--- config.mk ---
export PLATFORM = sky130hd
export DESIGN_NAME = coco_md_ctrl
export DESIGN_NICKNAME = d
export VERILOG_FILES = /design/src/rtl/coco_md_ctrl.sv
export SDC_FILE = /design/constraint.sdc
export NUM_CORES = 1
export LEC_CHECK = 0
export BUFFER_PORTS_ARGS = -buffer_cell sky130_fd_sc_hd__buf_2
export CAP_MARGIN = 40
export CORE_AREA = 3 3 107 109
export DETAILED_ROUTE_END_ITERATION = 10
export DIE_AREA = 0 0 110 112
export PLACE_DENSITY = 0.75
export SLEW_MARGIN = 20
export SYNTH_ARGS = -nofsm -noshare
export SYNTH_HDL_FRONTEND = slang
export SYNTH_SLANG_ARGS = --single-unit
--- constraint.sdc ---
create_clock -name Clk -period 4.05 [get_ports Clk]
set_input_delay 0.2025 -clock Clk [delete_from_list [all_inputs] [get_ports Clk]]
set_output_delay 0.2025 -clock Clk [all_outputs]
set_load 0.01 [all_outputs]
--- src/rtl/coco_md_ctrl.sv ---
// Multiply/divide sequencing controller: clears HI/LO, runs the unit until Ready,
// services MTHI/MTLO writes and MFHI/MFLO reads, and stalls EX while busy.
module coco_md_ctrl (
    input  logic        Clk,
    input  logic        Reset,
    input  logic        OpValid,
    input  logic [3:0]  Op,
    input  logic        Flush,
    input  logic [31:0] RsData,
    input  logic [31:0] RtData,
    input  logic        Ready,
    input  logic [31:0] DC,
    output logic [31:0] Ain,
    output logic [31:0] Bin,
    output logic        Start,
    output logic        MorD,
    output logic        HorL,
    output logic        Sign,
    output logic        We,
    output logic        Stall,
    output logic [31:0] RdData,
    output logic        RdValid
);

    typedef enum logic [2:0] {
        IDLE, CLR_HI, CLR_LO, RUN, DRAIN, WRITE
    } state_t;

    state_t      state;
    logic [31:0] a_lat;
    logic        hl_reg;
    logic        op_live;
    logic        accept;
    logic        is_md;
    logic        is_mt;
    logic        is_mf;

    always_comb begin
        // NOTE: every always_comb output gets a default first so no latch is inferred.
        is_md = 1'b0;
        is_mt = 1'b0;
        is_mf = 1'b0;
        case (Op)
            4'd1, 4'd2, 4'd3, 4'd4: is_md = 1'b1;
            4'd5, 4'd6:             is_mf = 1'b1;
            4'd7, 4'd8:             is_mt = 1'b1;
            default:                ;
        endcase
    end

    assign op_live = OpValid && !Flush && (is_md || is_mt || is_mf);
    assign accept  = op_live && (state == IDLE);
    assign Stall   = op_live && (state != IDLE);
    assign RdValid = accept && is_mf;
    assign RdData  = DC;
    // A read must select HI/LO in the same cycle it is accepted, so HorL bypasses the register.
    assign HorL    = RdValid ? (Op == 4'd5) : hl_reg;

    // NOTE: sequential state uses non-blocking assignments; the asynchronous reset clears
    // every register, including the latched operand, so nothing survives into the next op.
    always_ff @(posedge Clk or posedge Reset) begin
        if (Reset) begin
            state  <= IDLE;
            a_lat  <= '0;
            Ain    <= '0;
            Bin    <= '0;
            Start  <= 1'b0;
            MorD   <= 1'b0;
            Sign   <= 1'b0;
            We     <= 1'b0;
            hl_reg <= 1'b0;
        end else begin
            case (state)
                IDLE: begin
                    if (accept && is_md) begin
                        a_lat  <= RsData;
                        Bin    <= RtData;
                        MorD   <= (Op == 4'd1) || (Op == 4'd2);
                        Sign   <= (Op == 4'd1) || (Op == 4'd3);
                        Ain    <= '0;
                        We     <= 1'b1;
                        hl_reg <= 1'b1;
                        state  <= CLR_HI;
                    end else if (accept && is_mt) begin
                        Ain    <= RsData;
                        We     <= 1'b1;
                        hl_reg <= (Op == 4'd7);
                        state  <= WRITE;
                    end
                end
                CLR_HI: begin
                    hl_reg <= 1'b0;
                    state  <= CLR_LO;
                end
                CLR_LO: begin
                    We    <= 1'b0;
                    Start <= 1'b1;
                    Ain   <= a_lat;
                    state <= RUN;
                end
                RUN: begin
                    if (Ready) begin
                        Start <= 1'b0;
                        state <= DRAIN;
                    end
                end
                DRAIN: begin
                    state <= IDLE;
                end
                WRITE: begin
                    We     <= 1'b0;
                    hl_reg <= 1'b0;
                    state  <= IDLE;
                end
                default: begin
                    state <= IDLE;
                end
            endcase
        end
    end

endmodule

Yosys cells after proc, flatten, opt, wreduce, memory -nomap -nowiden:

Cells that the tools add are included.

* equality and inequality tests: 14
* bitwise operators: 0
* magnitude comparators: 0
* mux-type cells: 19
* multipliers: 0
* $add $sub $neg: 0
* shifts and indexed selects: 0
* div/mod/pow operators: 0
* reductions and logical operators: 29

Operators by type and width (count)
* $mux W32: 2
* $pmux W32 S2: 1
* $eq A4 B3 Y1 const B: 4
* $pmux W3 S4: 1
* $reduce_and A2 Y1: 6
* $mux W1: 9
* $mux W3: 3
* $eq A4 B2 Y1 const B: 2
* $reduce_bool A2 Y1: 4
* $reduce_or A2 Y1: 4
* $logic_and A1 B1 Y1: 7
* $eq A3 B2 Y1 const B: 2
* $pmux W1 S2: 3
* $eq A4 B1 Y1 const B: 1
* $eq A4 B4 Y1 const B: 1
* $logic_or A1 B1 Y1: 4
* $reduce_or A4 Y1: 1
* $eq A3 B1 Y1 const B: 1
* $eq A3 B3 Y1 const B: 1
* $logic_not A3 Y1: 1
* $ne A3 B1 Y1 const B: 1
* $reduce_bool A3 Y1: 1
* $ne A2 B2 Y1 const B: 1
* $logic_not A1 Y1: 1

* bits in latches: 0
* bits in registers: 104
* input port bits: 105
* bits in writable memories: 0
* logic and storage cells: 71
* memories kept: 0
* ROM bits: 0
* output and inout bits: 103

Longest topological paths before layout:

* word-level depth: 11
* depth in mapped cells: 9
* mapped depth without buffers: 4

Worst setup path after synthesis:

Ideal clock, no wire load.

* path type: input-to-reg
* start: input port Op[0]
* end: register Ain[0]
* arrival time: 2.037 ns
* setup time: 0.125 ns
* data required time: 3.925 ns
* stages: 7
* path buffers: 3
* slack: 1.888 ns
* cells stage by stage: buf_6 -> or3_1 -> buf_2 -> a22o_4 -> a2111oi_4 -> buf_6 -> mux2_4

* word-level cells in the longest chain between the ends: 10
* elaborated cells on any way between the ends: 24
* those cells by class: eq/ne: 9; mux: 5; reduce/logical: 10

RTL lines
* from (decl): RTL line 7 `input logic [3:0] Op,`
* $eq A4 B1 Y1, or another cell as far along: RTL line 43 `case (Op)`
* $reduce_or A4 Y1 / $reduce_or A2 Y1 (equally long branches): RTL line 43
* $mux W1: RTL line 43
* $logic_or A1 B1 Y1 (2 in a row): RTL line 51 `assign op_live = OpValid && !Flush && (is_md || is_mt || is_mf);`
* $logic_and A1 B1 Y1: RTL line 51
* $logic_and A1 B1 Y1: RTL line 52 `assign accept = op_live && (state == IDLE);`
* $logic_and A1 B1 Y1 (on tied branches): RTL line 75, 84
* $mux W32 / $ne A3 B1 Y1 (equally long branches)
* $pmux W32 S2 / $reduce_and A2 Y1 (equally long branches)
* to (signal assigned): RTL line 85 `Ain <= RsData;`
* to (signal assigned): RTL line 98 `Ain <= a_lat;`
* to (decl): RTL line 13 `output logic [31:0] Ain,`

Several ways; a longest one is shown, not always the timed one.
A chain may end at the register's enable or synchronous reset.

Final worst setup path:

* start: register state[0]
* end: register Ain[0]

* word-level cells in the longest chain between the ends: 5
* elaborated cells on any way between the ends: 10
* those cells by class: eq/ne: 2; mux: 2; reduce/logical: 6

RTL lines
* from (decl): RTL line 29 `state_t state;`
* from (signal assigned): RTL line 63 `state <= IDLE;`
* from (signal assigned): RTL line 83 `state <= CLR_HI;`
* from (signal assigned): RTL line 88 `state <= WRITE;`
* $logic_not A3 Y1: RTL line 52, 73
* $logic_and A1 B1 Y1: RTL line 52
* $logic_and A1 B1 Y1 (on tied branches): RTL line 75, 84
* $mux W32 / $ne A3 B1 Y1 (equally long branches)
* $pmux W32 S2 / $reduce_and A2 Y1 (equally long branches)

Several ways; a longest one is shown, not always the timed one.

==> metrics.md <==
| Metric | Value |
|---|---|
| Gr ovfl total | 0 |
| Share of synthesized registers carrying an async set or reset | 100% |
| First-pass GRT wire length | roughly 19 mm |
| Routed WL | 11.6 mm |
| Reg2reg setup slack | 1.46 ns |
| Cell taking the most area after synthesis | dfrtp_1 |
| H-tree depth | 3 |
| Crit path depth | 5 |
| Fmax | 0.387 GHz |
| Post-cts resize count | 0 |
| Worst Hold Slack | approximately 0.022 ns |
| Fin crit period | 2.59 ns |
| Worst slew margin | 41.5% |
| Setup TNS | 0 ns |
| Starting DRC count in detailed routing | 176 |
| Worst r2r dst | Ain[0] |
| Primary FF master, synth | dfrtp_1 |
| Routability Congestion | 0.872 |
| Startpoint type of the worst setup path | flip-flop |
| Wire per inst | 14.6 microns |
| Worst-Margin Slew | 0.873 ns |
| WS Path Type | flip-flop to flip-flop |
| Outcome | completed |
| Layout cells sized above 1 | a little under a third |
| Leakage power | 0.00319 uW |
| Unrepaired setup endpoints after global routing | false |
| Design area | 0.00582 sq mm |
| Pwr Density | between 700 and 800 mW/mm^2 |
| Final hold vios | 0 |
| Worst Hold Class | input port to flip-flop |
| Delay-heaviest family, CP | simple AND/OR/NAND/NOR gates |
| Worst vdd ir | ~0.3 mV |
| Syn Nets | 656 |
| Buf/Inv on CP | 1 |
| DP HPWL | 7.97 mm |
| R2r worst-path depth | 5 |
| Clock Skew | about 0.0096 ns |
| Slowest-stage cell, CP | and4_2 |
| Number of cells on the worst hold path | 3 |
| Boundary pin count | between 200 and 250 |
| Biggest regs | Ain: 32 flops, Bin: 32 flops, a_lat: 32 flops |
| Core Region | 0.0107 sq mm |
| Max-Cap Viols | 0 |
| Synth cell types | 37 |
| Die ar. | 0.0123 sq mm |
| Setup bufs post-CTS | 0 |
| # nets final | 754 |
| Syn. warnings | 0 |
| CTS tree | built |
| Deepest clock path buffer count | 2 |
| Root buf cell | clkbuf_8 |
| Total GRT Usage | between 10% and 20% |
| Synthesized instance count | around 550 |
| Chip Height | ~110 microns |
| Via Count | 3957 |
| Drt via density | 4.98 |
| Critical Path End Type | flip-flop |
| DRT Pass-1 Iters | 6 |
| Port bufs | between 100 and 150 |
| Hold endpoint | Bin[31] |
| Top cells by area, synth | dfrtp_1 (52%), nand2_1 (19%), mux2_4 (9.0%) |
| Clock-pin slew on the worst setup and hold paths | 0.09 ns |
| Final ANT Viol Nets | 0 |
| Clock Latency Late Sink | 0.36 ns |
| Largest net degree at the start of global routing | 64 |
| Max-slew violation count | 0 |
| Total CTS buffers | 9 |
| Syn avg cell area | 9.09 sq um |
| Final Cycle Share | between 60% and 70% |
| Starting density of the core | 46.8% |
| Largest stage delay on the critical path | 0.59 ns |
| # rows | 38 |
| Area grow syn2layout | 16.2% |
| Dpl cell area | about 0.0056 sq mm |
| Register area share after synthesis | roughly 52% |
| Crit-path cells | nor3_1, and4_2, buf_4, o21ai_0, mux2_4 |
| Placed Instances | 774 |
| Remaining routing DRC violations | 0 |
| Vias in the first global route | 3799 |
| CTS Sinks | 104 |
| Critical R2R Launch | state[0] |
| Crit path arrival time | 2.85 ns |
| Cts hold-fix bufs | 4 |
| EDFF count, synth | 0 |
| Max FO, Critical Path | 45 |
| Top cell type's share of synthesized area | 52.0% |
| Mapped cell area | 0.00501 sq mm |
| # setup viols final | 0 |
| Worst Hold Launch | RtData[31] |
| Critical path data required time | ~4.3 ns |
| Initial antenna violation count | 0 |
| Die width | 110 microns |
| #FFs+latches synth | 104 |
| Final Non-Filler Cells | 794 |
| N_diodes | 0 |
-- metrics by stage --
stage / power, uW / utilization (%) / setup WS, ns
after floorplan: 3100 / - / 1.12
after global placement: 3590 / 51.7 / 1.61
after detailed placement: 3670 / 52.0 / 1.49
after CTS: 4370 / 54.4 / 1.48
after global routing: 4640 / 54.4 / 1.25
final: 4320 / 54.4 / 1.46
-- cell type report --
class	count	area [sq um]
multi-input combinational	372	1960
inverter	7	28.8
clock buffer	12	165
timing repair buffer	155	836
fill	988	4880
sequential	104	2600
clock inverter	4	51.3
tap	140	175
-- placed cells by master, fill, tap and decap left out, drive strengths merged, types with 3 or more instances in the layout --
| cell type | synthesis | layout |
|---|---|---|
| nor2 | 5 | 5 |
| o21ai | 37 | 37 |
| nand2 | 260 | 260 |
| dfrtp | 104 | 104 |
| mux2 | 33 | 33 |
| buf | 43 | 151 |
| inv | 7 | 7 |
| dlygate4sd3 | 0 | 4 |
| a21oi | 5 | 5 |
| nor3b | 3 | 3 |
| clkbuf | 25 | 12 |
-- where the power goes --
part	switching, uW	internal, uW	leakage (uW)
clock	349	337	0.000109
combinational	942	890	0.00176
sequential	290	1510	0.00133
total	1580	2740	0.00319
-- how the worst max path moves through the flow --
stage	from	to	slack, ns
finish	state[0]	Ain[0]	1.46
CTS	state[0]	Ain[4]	1.48
floorplan	Reset	Ain[0]	1.12
global placement	state[0]	Ain[0]	1.61
global route	state[0]	Ain[4]	1.25
detailed placement	state[0]	Ain[4]	1.49
-- cell families (layout without fill, tap and decap cells) --
group	after synthesis	after routing	share of synthesized area [%]
XOR/XNOR	3	3	0.525
AO/OA/AOI/OAI	53	53	6.55
AND/OR/NAND/NOR	282	282	22.1
multiplexers	34	34	9.87
flip-flops	104	104	52.0
buffers and inverters	75	178	9.00
-- cells in the mapped netlist, types with 3 or more instances --
| cell | instances |
|---|---|
| mux2_2 | 3 |
| a21oi_1 | 5 |
| o21ai_0 | 37 |
| clkbuf_1 | 25 |
| buf_6 | 5 |
| mux2_4 | 30 |
| buf_2 | 3 |
| dfrtp_1 | 104 |
| nor2_1 | 5 |
| inv_1 | 7 |
| nand2_1 | 260 |
| nor3b_1 | 3 |
| buf_4 | 34 |
-- layer usage --
layer  vias up  global-route usage, %  wire length (microns)
met5         -                      0                      0
met4         0                   9.39                    301
met3        26                   4.35                    610
met2       111                   29.3                   5610
met1      1908                   25.9                   5100
li1       1912                      -                      -
-- worst register-to-register path, cell delays in order (launching register included) --
cell	delay (ns)
dfrtp_1	0.50
nor3_1	0.47
and4_2	0.59
buf_4	0.45
o21ai_0	0.20
mux2_4	0.28
No activity file was read; power rests on OpenSTA's default activity.
